==> config.mk <==
export PLATFORM = sky130hd
export DESIGN_NAME = vic_reg_file
export DESIGN_NICKNAME = d
export VERILOG_FILES = /design/src/rtl/vic_pkg.sv /design/src/rtl/vic_irq_ctrl.sv /design/src/rtl/vic_reg_file.sv
export SDC_FILE = /design/constraint.sdc
export NUM_CORES = 1
export LEC_CHECK = 0
export CELL_PAD_IN_SITES_DETAIL_PLACEMENT = 1
export CELL_PAD_IN_SITES_GLOBAL_PLACEMENT = 2
export CORE_MARGIN = 3
export CORE_UTILIZATION = 33
export DETAILED_ROUTE_END_ITERATION = 10
export GPL_TIMING_DRIVEN = 0
export HOLD_SLACK_MARGIN = 0.06
export PLACE_DENSITY_LB_ADDON = 0.1
export SETUP_SLACK_MARGIN = 0.3
export SLEW_MARGIN = 20
export SYNTH_ARGS = -nofsm -noshare
export SYNTH_HDL_FRONTEND = slang
export SYNTH_SLANG_ARGS = --single-unit
export TNS_END_PERCENT = 10
==> constraint.sdc <==
create_clock -name clk -period 15.2 [get_ports clk]
set_input_delay 1.52 -clock clk [delete_from_list [all_inputs] [get_ports clk]]
set_output_delay 1.52 -clock clk [all_outputs]
set_load 0.01 [all_outputs]
==> src/rtl/vic_pkg.sv <==
// Shared register indices, IRQ bit positions and read-back fill masks
// for the VIC-II CPU register responder.
package vic_pkg;

   localparam logic [5:0] REG_SPR0_X   = 6'h00;
   localparam logic [5:0] REG_SPR_XMSB = 6'h10;
   localparam logic [5:0] REG_CTRL1    = 6'h11;
   localparam logic [5:0] REG_RASTER   = 6'h12;
   localparam logic [5:0] REG_LPX      = 6'h13;
   localparam logic [5:0] REG_LPY      = 6'h14;
   localparam logic [5:0] REG_SPR_EN   = 6'h15;
   localparam logic [5:0] REG_CTRL2    = 6'h16;
   localparam logic [5:0] REG_SPR_YEXP = 6'h17;
   localparam logic [5:0] REG_MEM_PTR  = 6'h18;
   localparam logic [5:0] REG_IRQ      = 6'h19;
   localparam logic [5:0] REG_IRQ_EN   = 6'h1A;
   localparam logic [5:0] REG_SPR_PRIO = 6'h1B;
   localparam logic [5:0] REG_SPR_MC   = 6'h1C;
   localparam logic [5:0] REG_SPR_XEXP = 6'h1D;
   localparam logic [5:0] REG_SS_COLL  = 6'h1E;
   localparam logic [5:0] REG_SB_COLL  = 6'h1F;
   localparam logic [5:0] REG_BORDER   = 6'h20;
   localparam logic [5:0] REG_BG0      = 6'h21;
   localparam logic [5:0] REG_SPR_MC0  = 6'h25;
   localparam logic [5:0] REG_SPR_MC1  = 6'h26;
   localparam logic [5:0] REG_SPR0_COL = 6'h27;
   localparam logic [5:0] REG_SPR7_COL = 6'h2E;

   localparam int unsigned IRQ_RST = 0;
   localparam int unsigned IRQ_MBC = 1;
   localparam int unsigned IRQ_MMC = 2;
   localparam int unsigned IRQ_LP  = 3;

   localparam logic [7:0] MASK_CTRL2   = 8'hC0;
   localparam logic [7:0] MASK_MEM_PTR = 8'h01;
   localparam logic [7:0] MASK_IRQ     = 8'h70;
   localparam logic [7:0] MASK_IRQ_EN  = 8'hF0;
   localparam logic [7:0] MASK_COLOR   = 8'hF0;
   localparam logic [7:0] MASK_UNUSED  = 8'hFF;

   // Bits that read as 1 regardless of stored contents.
   function automatic logic [7:0] rd_or_mask(input logic [5:0] a);
      logic [7:0] m;
      m = '0;
      if (a > REG_SPR7_COL)
         m = MASK_UNUSED;
      else if (a >= REG_BORDER)
         m = MASK_COLOR;
      else
         case (a)
            REG_CTRL2:   m = MASK_CTRL2;
            REG_MEM_PTR: m = MASK_MEM_PTR;
            REG_IRQ:     m = MASK_IRQ;
            REG_IRQ_EN:  m = MASK_IRQ_EN;
            default:     m = '0;
         endcase
      return m;
   endfunction

   // Plain storage registers; IRQ, light-pen and collision registers live elsewhere.
   function automatic logic is_storage(input logic [5:0] a);
      return (a <= REG_RASTER) ||
             (a >= REG_SPR_EN   && a <= REG_MEM_PTR) ||
             (a >= REG_SPR_PRIO && a <= REG_SPR_XEXP) ||
             (a >= REG_BORDER   && a <= REG_SPR7_COL);
   endfunction

endpackage

==> src/rtl/vic_irq_ctrl.sv <==
// Interrupt latch ($19), enable register ($1A), collision first-hit
// detection and the registered active-low CPU IRQ line.
module vic_irq_ctrl
   import vic_pkg::*;
(
   input  logic       clk,
   input  logic       reset,
   input  logic       i_we_latch,
   input  logic       i_we_en,
   input  logic [3:0] i_wdata,
   input  logic       i_rst_hit,
   input  logic       i_lp_hit,
   input  logic [7:0] i_ss_cur,
   input  logic [7:0] i_ss_hit,
   input  logic [7:0] i_sb_cur,
   input  logic [7:0] i_sb_hit,
   output logic [3:0] o_latch,
   output logic [3:0] o_en,
   output logic       o_irq,
   output logic       o_irq_n
);

   logic [3:0] r_latch;
   logic [3:0] r_en;
   logic       r_irq_n;
   logic [3:0] w_set;
   logic [3:0] w_clr;
   logic [3:0] w_latch_nxt;
   logic [3:0] w_en_nxt;

   // An empty collision register receiving any hit becomes nonzero whether or not it is being read.
   always_comb begin
      w_set          = '0;
      w_set[IRQ_RST] = i_rst_hit;
      w_set[IRQ_MBC] = (i_sb_cur == '0) && (i_sb_hit != '0);
      w_set[IRQ_MMC] = (i_ss_cur == '0) && (i_ss_hit != '0);
      w_set[IRQ_LP]  = i_lp_hit;
      w_clr          = i_we_latch ? i_wdata : '0;
      w_latch_nxt    = (r_latch & ~w_clr) | w_set;
      w_en_nxt       = i_we_en ? i_wdata : r_en;
   end

   always_ff @(posedge clk or posedge reset) begin
      if (reset) begin
         r_latch <= '0;
         r_en    <= '0;
         r_irq_n <= 1'b1;
      end else begin
         r_latch <= w_latch_nxt;
         r_en    <= w_en_nxt;
         r_irq_n <= ~|(w_latch_nxt & w_en_nxt);
      end
   end

   assign o_latch = r_latch;
   assign o_en    = r_en;
   assign o_irq   = |(r_latch & r_en);
   assign o_irq_n = r_irq_n;

endmodule

==> src/rtl/vic_reg_file.sv <==
// VIC-II CPU register responder: $D000-$D03F storage, read-back with
// unused-bit fill, collision and light-pen latches, IRQ generation.
module vic_reg_file
   import vic_pkg::*;
#(
   parameter int unsigned NUM_SPR           = 8,
   parameter bit          LP_ONCE_PER_FRAME = 1'b1
)(
   input  logic                   clk,
   input  logic                   reset,
   input  logic                   i_bus_ce,
   input  logic                   i_cs,
   input  logic                   i_rw,
   input  logic [5:0]             i_addr,
   input  logic [7:0]             i_data,
   output logic [7:0]             o_data,
   input  logic [8:0]             i_raster_y,
   input  logic                   i_line_start,
   input  logic                   i_frame_start,
   input  logic [NUM_SPR-1:0]     i_spr_spr_hit,
   input  logic [NUM_SPR-1:0]     i_spr_bg_hit,
   input  logic                   i_lp_trig,
   input  logic [7:0]             i_lp_x,
   output logic                   o_irq_n,
   output logic [6:0]             o_ctrl1,
   output logic [8:0]             o_raster_cmp,
   output logic [5:0]             o_ctrl2,
   output logic [6:0]             o_mem_ptr,
   output logic [9*NUM_SPR-1:0]   o_spr_x,
   output logic [8*NUM_SPR-1:0]   o_spr_y,
   output logic [NUM_SPR-1:0]     o_spr_en,
   output logic [NUM_SPR-1:0]     o_spr_yexp,
   output logic [NUM_SPR-1:0]     o_spr_prio,
   output logic [NUM_SPR-1:0]     o_spr_mc,
   output logic [NUM_SPR-1:0]     o_spr_xexp,
   output logic [3:0]             o_border,
   output logic [15:0]            o_bg,
   output logic [3:0]             o_spr_mc0,
   output logic [3:0]             o_spr_mc1,
   output logic [4*NUM_SPR-1:0]   o_spr_col
);

   logic [7:0] r_reg [64];
   logic [7:0] r_ss;
   logic [7:0] r_sb;
   logic [7:0] r_lpx;
   logic [7:0] r_lpy;
   logic       r_lp_armed;
   logic [7:0] r_data;

   logic       w_wr;
   logic       w_rd;
   logic [8:0] w_cmp;
   logic       w_rst_hit;
   logic       w_lp_latch;
   logic [7:0] w_ss_nxt;
   logic [7:0] w_sb_nxt;
   logic [7:0] w_rd_base;
   logic [3:0] w_latch;
   logic [3:0] w_en;
   logic       w_irq;

   assign w_wr  = i_bus_ce & i_cs & ~i_rw;
   assign w_rd  = i_bus_ce & i_cs & i_rw;
   assign w_cmp = {r_reg[REG_CTRL1][7], r_reg[REG_RASTER]};

   // Compare match from either a new raster line or a compare write landing on the current line.
   always_comb begin
      w_rst_hit = i_line_start && (i_raster_y == w_cmp);
      if (w_wr && i_addr == REG_CTRL1 && {i_data[7], r_reg[REG_RASTER]} == i_raster_y)
         w_rst_hit = 1'b1;
      if (w_wr && i_addr == REG_RASTER && {r_reg[REG_CTRL1][7], i_data} == i_raster_y)
         w_rst_hit = 1'b1;
   end

   assign w_lp_latch = i_lp_trig & (r_lp_armed | i_frame_start);
   assign w_ss_nxt   = ((w_rd && i_addr == REG_SS_COLL) ? 8'h00 : r_ss) | i_spr_spr_hit;
   assign w_sb_nxt   = ((w_rd && i_addr == REG_SB_COLL) ? 8'h00 : r_sb) | i_spr_bg_hit;

   vic_irq_ctrl u_irq (
      .clk        (clk),
      .reset      (reset),
      .i_we_latch (w_wr && i_addr == REG_IRQ),
      .i_we_en    (w_wr && i_addr == REG_IRQ_EN),
      .i_wdata    (i_data[3:0]),
      .i_rst_hit  (w_rst_hit),
      .i_lp_hit   (w_lp_latch),
      .i_ss_cur   (r_ss),
      .i_ss_hit   (i_spr_spr_hit),
      .i_sb_cur   (r_sb),
      .i_sb_hit   (i_spr_bg_hit),
      .o_latch    (w_latch),
      .o_en       (w_en),
      .o_irq      (w_irq),
      .o_irq_n    (o_irq_n)
   );

   always_comb begin
      case (i_addr)
         REG_CTRL1:   w_rd_base = {i_raster_y[8], r_reg[REG_CTRL1][6:0]};
         REG_RASTER:  w_rd_base = i_raster_y[7:0];
         REG_LPX:     w_rd_base = r_lpx;
         REG_LPY:     w_rd_base = r_lpy;
         REG_IRQ:     w_rd_base = {w_irq, 3'b000, w_latch};
         REG_IRQ_EN:  w_rd_base = {4'h0, w_en};
         REG_SS_COLL: w_rd_base = r_ss;
         REG_SB_COLL: w_rd_base = r_sb;
         default:     w_rd_base = r_reg[i_addr];
      endcase
   end

   always_ff @(posedge clk or posedge reset) begin
      if (reset) begin
         for (int unsigned i = 0; i < 64; i++)
            r_reg[i] <= '0;
         r_ss       <= '0;
         r_sb       <= '0;
         r_lpx      <= '0;
         r_lpy      <= '0;
         r_lp_armed <= 1'b1;
         r_data     <= '0;
      end else begin
         if (w_wr && is_storage(i_addr))
            r_reg[i_addr] <= i_data;
         if (w_rd)
            r_data <= w_rd_base | rd_or_mask(i_addr);
         r_ss <= w_ss_nxt;
         r_sb <= w_sb_nxt;
         // Frame start re-arms before a same-cycle trigger is considered.
         if (w_lp_latch) begin
            r_lpx      <= i_lp_x;
            r_lpy      <= i_raster_y[7:0];
            r_lp_armed <= !LP_ONCE_PER_FRAME;
         end else if (i_frame_start) begin
            r_lp_armed <= 1'b1;
         end
      end
   end

   assign o_data       = r_data;
   assign o_ctrl1      = r_reg[REG_CTRL1][6:0];
   assign o_raster_cmp = w_cmp;
   assign o_ctrl2      = r_reg[REG_CTRL2][5:0];
   assign o_mem_ptr    = r_reg[REG_MEM_PTR][7:1];
   assign o_spr_en     = r_reg[REG_SPR_EN];
   assign o_spr_yexp   = r_reg[REG_SPR_YEXP];
   assign o_spr_prio   = r_reg[REG_SPR_PRIO];
   assign o_spr_mc     = r_reg[REG_SPR_MC];
   assign o_spr_xexp   = r_reg[REG_SPR_XEXP];
   assign o_border     = r_reg[REG_BORDER][3:0];
   assign o_spr_mc0    = r_reg[REG_SPR_MC0][3:0];
   assign o_spr_mc1    = r_reg[REG_SPR_MC1][3:0];

   always_comb begin
      o_spr_x   = '0;
      o_spr_y   = '0;
      o_spr_col = '0;
      o_bg      = '0;
      for (int unsigned n = 0; n < NUM_SPR; n++) begin
         o_spr_x[9*n +: 9]   = {r_reg[REG_SPR_XMSB][n], r_reg[6'(REG_SPR0_X + 2*n)]};
         o_spr_y[8*n +: 8]   = r_reg[6'(REG_SPR0_X + 2*n + 1)];
         o_spr_col[4*n +: 4] = r_reg[6'(REG_SPR0_COL + n)][3:0];
      end
      for (int unsigned n = 0; n < 4; n++)
         o_bg[4*n +: 4] = r_reg[6'(REG_BG0 + n)][3:0];
   end

endmodule

==> summary.md, run 1 <==
| Metric | Value |
|---|---|
| Wire length of the first global-routing pass | `approximately 120,000 um` |
| Data arrival, critical path | `between 5000 and 6000 ps` |
| Vias | `around 16,000` |
| Summed area of non-filler cells in the final layout | `between 20,000 and 30,000 um2` |
| Worst setup path startpoint | `i_addr[1]` |
| Combined global-route utilization of all metal layers | `0.2366` |
| Register Area | `~12,000 um2` |
| Post-synthesis instance area | `between 20,000 and 25,000 um2` |
| Multi-input gate area | `slightly above 8000 um2` |
| Half-perimeter wire length after detailed placement | `~64,000 um` |
| Critical path, cell by cell | `clkdlybuf4s50_1 > buf_2 > buf_2 > nor2b_1 > clkbuf_1 > clkbuf_1 > a22oi_1 > nand4_1 > nand4_1 > nand2_1 > a41oi_1` |
| Syn_area_per_cell | `between 10 and 15 um2` |
| Area growth from synthesis to final layout | `27.35%` |
| Leak pwr | `roughly 14 nW` |
| Avg WL per Cell | `27.27 um` |
| Highest achievable clock rate | `~210 MHz` |
| Critical path start-end classification | `in2reg` |
| Number of antenna cells inserted | `0` |
| Critical register-to-register path startpoint | `o_spr_col[0]` |
| Cell Rows | `96` |
| Number of setup violations in the final report | `0` |
| Required time worst endpoint | `between 15,000 and 20,000 ps` |
| Vias/cell | `4.979` |
| Run status | `complete, no violations` |
| Number of H-tree branching levels | `2` |
| Count of cells resized by post-cts repair | `0` |
| Die span in y | `between 200 and 300 um` |
| Final hold slack | `approximately 450 ps` |
| Count of unresolved DRC violations after routing | `0` |
| Synthesized flop and latch total | `466` |
| Post-place setup slack | `approximately 9700 ps` |
| Number of iterations in the first detailed-routing pass | `5` |
| Number of inserted filler cells in the final layout | `roughly 7,300` |
| Most used cells in the layout excluding fill and tap cells | `464 x dfrtp_1, 322 x clkdlybuf4s50_1, 288 x mux2_2` |
| Worst-case setup margin in the final layout | `roughly 10,000 ps` |
| Violation count after the first detailed-route iteration | `approximately 750` |
| Number of endpoints with negative hold slack in the final report | `0` |
| CP max-delay cell | `clkbuf_1` |
| Number of flops mapped to enable cells by yosys | `0` |
| Maximum Capacitance Violations | `0` |
| Net count after synthesis | `roughly 1,900` |
| Number of buffers on the longest clock path | `3` |
| FFs w/ async S/R, synth | `1.000` |
| Total routed wirelength | `about 87,000 um` |
| Total Die Area | `just over 70,000 um2` |
| Max-slew headroom at the worst pin | `0.2224` |
| Placement Cell Area | `between 20,000 and 30,000 um2` |
| Initial antenna violation count | `3` |
| Number of warnings issued by yosys | `0` |
| Core region area | `between 60,000 and 70,000 um2` |
| Worst Skew | `roughly 13 ps` |
| Pwr Density | `a little over 100 nW/um2` |
| Proportion of synthesized chip area in sequential cells | `0.5087` |
| Post-CTS repair timing setup buffer count | `0` |
| Biggest fanout along the worst timing path | `10` |
| Commonest non-fill, non-tap cell in the layout | `dfrtp_1` |
| Global route total overflow | `0` |
| Clock-pin transition on the worst setup and hold timing paths | `about 60 ps` |
| Unrepaired setup endpoints after global routing | `no` |
| Clock tree from TritonCTS | `built` |
| Gp weighted congestion | `slightly above 0.8` |
| Number of input and output port buffers inserted | `~320` |
| Insertion delay to the later sink of the worst-skew pair | `approximately 610 ps` |
| Top-level port count | `roughly 330` |
| Via count of the first global-routing pass | `~17,000` |
| Remaining antenna violation count | `0` |
| Startpoint type of the worst setup path | `input port` |
| Number of nets in the final layout | `~2,300` |
| Final worst-path cycle share | `0.3166` |
| CTS Sinks | `466` |
| Number of clock buffers inserted by TritonCTS | `54` |
| Leading register cell type out of synthesis | `dfrtp_1` |
| Largest register FFs | `between 150 and 200` |
| Shortest period the worst path allows | `around 4800 ps` |
| Crit. End Element | `flop` |
| Hold buffers post-CTS | `0` |
| Maximum number of pins on one net before global-route repair | `about 110` |
| Path class of the lowest-slack min-delay path | `reg2reg` |
| Die W | `approximately 270 um` |
| Fraction of layout instances using a drive strength above 1 | `0.3403` |
| Initial cell density of the core | `0.3337` |
| Buffer type at the clock tree root | `clkbuf_16` |
| Transition time of the tightest slew-check pin | `roughly 1200 ps` |
| Number of library cell types mapped by synthesis | `64` |
| Number of cells produced by synthesis | `about 1,800` |
| Maximum vdd drop | `approximately 0.000073 V` |
| PnR Total Power | `between 2 and 3 mW` |
| Number of pins exceeding their max-slew limit in the final report | `0` |
| Min-delay src | `r_reg[298]` |
| Maximum cell stage delay along the critical path | `800 ps` |
==> synthesized netlist by cell type, types with 2 or more instances <==
cell / instances / area, um2
buf_2: 27 / 135.1
a22oi_1: 39 / 292.8
nor4_1: 10 / 62.56
buf_6: 14 / 157.7
xnor2_1: 13 / 113.9
xor2_1: 5 / 43.79
inv_1: 6 / 22.52
a221oi_2: 2 / 30.03
nor2b_1: 11 / 68.82
clkbuf_1: 188 / 705.7
a31oi_1: 3 / 18.77
a41oi_1: 3 / 26.28
mux2_1: 10 / 112.6
o2bb2ai_1: 2 / 17.52
nor3_2: 8 / 80.08
nor3b_1: 4 / 30.03
nor3_1: 8 / 40.04
a21o_1: 17 / 127.6
and2_1: 2 / 12.51
a221oi_1: 19 / 166.4
buf_1: 6 / 22.52
a2111oi_0: 9 / 78.83
nand2b_1: 10 / 62.56
nand3_1: 23 / 115.1
dfstp_2: 2 / 52.55
mux2_2: 288 / 3243
nand4_1: 11 / 68.82
a32o_1: 3 / 30.03
a211oi_1: 9 / 67.56
mux4_2: 58 / 1306
nand2_1: 68 / 255.2
nor2_1: 30 / 112.6
dfrtp_1: 464 / 11610
a21oi_1: 13 / 65.06
o22ai_1: 10 / 62.56
a21boi_0: 2 / 15.01
a211o_1: 2 / 17.52
o21ai_0: 24 / 120.1
mux2i_1: 104 / 1041
and4_1: 5 / 43.79
buf_4: 270 / 2027
and3_1: 6 / 37.54
==> area by class of cell <==
class | instances | share of cell area
Clock inverter | 12 | 0.004328
Timing Repair Buffer | 328 | 0.1155
Multi-Input combinational cell | 852 | 0.2806
Clock buffer | 84 | 0.05425
Buffer | 506 | 0.1049
Inverter | 6 | 0.001028
Tap cell | 931 | 0.03989
Sequential cell | 466 | 0.3995
==> metal layers <==
metal  wire length [um]  up-vias  track usage  share of wire
li1                   -     6907            -              -
met1              37990     8422       0.3136           0.44
met2              42420      427       0.3995           0.49
met3               4145       99      0.03969          0.048
met4               2230        2      0.06666          0.026
met5                 62        -     0.006579        0.00071
==> worst max-delay path, delay by kind of cell <==
kind / cells / cell delay [ps]
AO/OA/AOI/OAI: 2 / 410
buffers and inverters: 5 / 2600
AND/OR/NAND/NOR: 4 / 690
==> path summary, 6_finish.rpt <==
kind	to	slack [ps]	depth (start not counted)
min in group asynchronous	o_spr_x[41]	1300	2
hold reg to reg	r_reg[298]	450	1
setup reg to reg	o_data[0]	12580	6
max in group asynchronous	r_ss[6]	12590	4
hold / removal	r_reg[298]	450	1
setup / recovery	o_data[4]	10390	11
==> power breakdown <==
| group | internal [mW] | leakage, nW | switching (mW) | total [mW] |
|---|---|---|---|---|
| registers | 1.29 | 6.30 | 0.0418 | 1.33 |
| logic | 0.187 | 6.38 | 0.197 | 0.384 |
| clock network | 0.745 | 0.836 | 0.531 | 1.28 |
| total | 2.22 | 13.5 | 0.770 | 2.99 |
==> through the flow <==
step / utilization / instances / TNS (ps)
3_5_place_dp: 0.4000 / 3089 / 0
2_1_floorplan: - / 1830 / 0
5_1_grt: 0.4250 / 3185 / 0
4_1_cts: 0.4249 / 3185 / 0
6_report: 0.4250 / 3185 / 0
3_3_place_gp: 0.3976 / 3083 / -2340120
==> kinds of logic (layout without fill, tap and decap cells) <==
kind of cell | Yosys count | after routing | share of synthesized area
compound gates | 168 | 168 | 0.05359
xor+xnor | 18 | 18 | 0.006876
buf+inv | 512 | 936 | 0.1346
simple gates | 206 | 206 | 0.04753
flops | 466 | 466 | 0.5087
mux | 460 | 460 | 0.2487
No activity file was read; power rests on OpenSTA's default activity.
==> run 2, diff against run 1 <==
clock period = 4.1 ns   (was 15.2 ns; I/O delays follow)
==> run 2 against run 1 <==
Worst hold slack got worse by 190 ps. Final cell count rose by 0.50%. Register-to-register slack got worse by 11000 ps. Critical path depth did not move. Design area rose by 1.6%. Sequential power rose to 3.7 times the previous value. Sequential share of layout area fell by 0.62 points. Critical path type unchanged. Largest power group is now clock.
==> summary.md, run 2 (synthesized netlist as in run 1, its figures left out) <==
| Metric | Value |
|---|---|
| Run status | `complete, no violations` |
| Path class of the lowest-slack min-delay path | `in2async` |
| PnR Total Power | `11.69 mW (+290%)` |
| End-of-flow core utilization | `0.4316 (+0.006647)` |
| Startpoint type of the worst setup path | `input port` |
| Number of clock buffers inserted by TritonCTS | `54 (unchanged)` |
| Highest achievable clock rate | `between 200 and 300 MHz` |
| Count of unresolved DRC violations after routing | `0 (unchanged)` |
| CTS Sinks | `466 (unchanged)` |
| Maximum Capacitance Violations | `0 (unchanged)` |
| Post-CTS repair timing setup buffer count | `0 (unchanged)` |
| Via count of the first global-routing pass | `17,530 (+1.6%)` |
| Avg WL per Cell | `27.36 um (+0.33%)` |
| Hold buffers post-CTS | `0 (unchanged)` |
| Clock tree from TritonCTS | `built` |
| Insertion delay to the later sink of the worst-skew pair | `610 ps (about the same)` |
| Die W | `269.6 um (unchanged)` |
| Unrepaired setup endpoints after global routing | `no` |
| Biggest fanout along the worst timing path | `10 (unchanged)` |
| Count of cells resized by post-cts repair | `0 (unchanged)` |
| Violation count after the first detailed-route iteration | `872 (+17%)` |
| Wire length of the first global-routing pass | `126,500 um (+1.2%)` |
| Worst-case setup margin in the final layout | `404.2 ps (-9983 ps)` |
| Maximum number of pins on one net before global-route repair | `35 (-67%)` |
| Leak pwr | `13.74 nW (+1.7%)` |
| Sum of negative setup slack | `0 ps (unchanged)` |
| Number of endpoints with negative hold slack in the final report | `0 (unchanged)` |
| Post-place setup slack | `-243.9 ps (-9939 ps)` |
| Number of H-tree branching levels | `2 (unchanged)` |
| Most used cells in the layout excluding fill and tap cells | `464 x dfrtp_1, 322 x clkdlybuf4s50_1, 288 x mux2_2` |
| Number of pins exceeding their max-slew limit in the final report | `0 (unchanged)` |
| Core region area | `68,710 um2 (unchanged)` |
| Number of inserted filler cells in the final layout | `7,251 (-0.51%)` |
| Number of iterations in the first detailed-routing pass | `4 (-1)` |
| Top-level port count | `329 (unchanged)` |
| Half-perimeter wire length after detailed placement | `65,190 um (+1.4%)` |
| Worst Skew | `22.85 ps (+9.831 ps)` |
| Pwr Density | `394.1 nW/um2 (+290%)` |
| Shortest period the worst path allows | `3696 ps` |
| Data arrival, critical path | `4120 ps (-1130 ps)` |
| Required time worst endpoint | `4520 ps (-11,120 ps)` |
| Remaining antenna violation count | `0 (unchanged)` |
| Crit. End Element | `flop` |
| Buffer type at the clock tree root | `clkbuf_16` |
| Number of buffers on the longest clock path | `3 (unchanged)` |
| Global route total overflow | `0 (unchanged)` |
| Combined global-route utilization of all metal layers | `0.2385 (+0.001848)` |
| Number of input and output port buffers inserted | `322 (unchanged)` |
| Register Area | `11,660 um2 (unchanged)` |
| Final worst-path cycle share | `0.9014` |
| Maximum vdd drop | `0.0002404 V (+230%)` |
| Number of setup violations in the final report | `0 (unchanged)` |
| Total routed wirelength | `87,570 um (+0.84%)` |
| Fraction of layout instances using a drive strength above 1 | `0.3499 (+0.009650)` |
| Initial antenna violation count | `2 (-1)` |
| Initial cell density of the core | `0.3337 (unchanged)` |
| Largest register FFs | `151 (unchanged)` |
| Commonest non-fill, non-tap cell in the layout | `dfrtp_1` |
| Area growth from synthesis to final layout | `29.34%` |
| Gp weighted congestion | `0.8114 (-0.41%)` |
| Multi-input gate area | `8189 um2 (about the same)` |
| Vias/cell | `4.971 (-0.15%)` |
| Number of nets in the final layout | `2,279 (+0.44%)` |
| Critical path start-end classification | `in2reg` |
| Die span in y | `269.6 um (unchanged)` |
| Total Die Area | `72,680 um2 (unchanged)` |
| Clock-pin transition on the worst setup and hold timing paths | `60 ps (about the same)` |
| Transition time of the tightest slew-check pin | `1190 ps (+23.19 ps)` |
| Max-slew headroom at the worst pin | `0.1864 (-0.03597)` |
| Cell Rows | `96 (unchanged)` |
| Vias | `15,910 (+0.35%)` |
-- run 2: changes by cell type in the layout (fill, tap and decap cells not counted), sizes merged --
cell,previous run,this run
buf,324,334
bufinv,2,7
clkbuf,272,270
clkdlybuf4s15,0,1
clkinv,8,9
clkinvlp,2,3
diode,0,1
inv,6,5
-- run 2: per-layer routing --
| metal | track usage | share of wire |
|---|---|---|
| met1 | 0.3157 | 0.44 |
| met2 | 0.4039 | 0.48 |
| met3 | 0.03800 | 0.044 |
| met4 | 0.06965 | 0.029 |
| met5 | 0 | 0 |
-- run 2: power by group --
group,leakage [nW],switching [mW],internal [mW]
clock network,0.984,2.03,3.29
logic,6.46,0.731,0.710
registers,6.30,0.157,4.76
total,13.7,2.92,8.77
-- run 2: worst max-delay path, cell delays in order --
cell and delay, ps:
clkdlybuf4s50_1 570, buf_2 290, buf_2 370, and2_1 180, clkbuf_1 630, clkbuf_1 650
a22oi_1 210, nand3_1 220, nand4_1 230, nand2_1 200, a41oi_1 140
-- run 2: path summary, 6_finish.rpt --
| kind | start | to | slack [ps] | depth (start not counted) |
|---|---|---|---|---|
| max in group asynchronous | reset | r_ss[1] | 2480 | 6 |
| worst max-delay path | i_addr[1] | o_data[6] | 400 | 11 |
| worst min register to register | r_reg[89] | r_reg[89] | 450 | 1 |
| worst max register to register | o_spr_mc0[0] | o_data[0] | 1330 | 6 |
| worst min-delay path | reset | o_spr_y[63] | 260 | 2 |
| min in group clk | i_lp_trig | r_lp_armed | 350 | 2 |
-- run 2: layout make-up --
| cell class | instances | share of cell area |
|---|---|---|
| sequential | 466 | 0.3933 |
| timing repair buffer | 338 | 0.1193 |
| inverter | 6 | 0.0008860 |
| buffer | 506 | 0.1036 |
| clock buffer | 83 | 0.05742 |
| clock inverter | 18 | 0.009957 |
| multi-input combinational | 852 | 0.2761 |
| tap | 931 | 0.03928 |
| antenna | 1 | 0.00008438 |
-- run 2: per-stage QoR --
| stage | instances | cell area, um2 | hold slack, ps |
|---|---|---|---|
| 2_1_floorplan | 1830 | 22930 | 423.9 |
| 3_3_place_gp | 3083 | 27320 | 434.4 |
| 3_5_place_dp | 3099 | 27650 | 444.3 |
| 4_1_cts | 3200 | 29650 | 243.6 |
| 5_1_grt | 3200 | 29650 | 289.1 |
| 6_report | 3201 | 29660 | 255.4 |
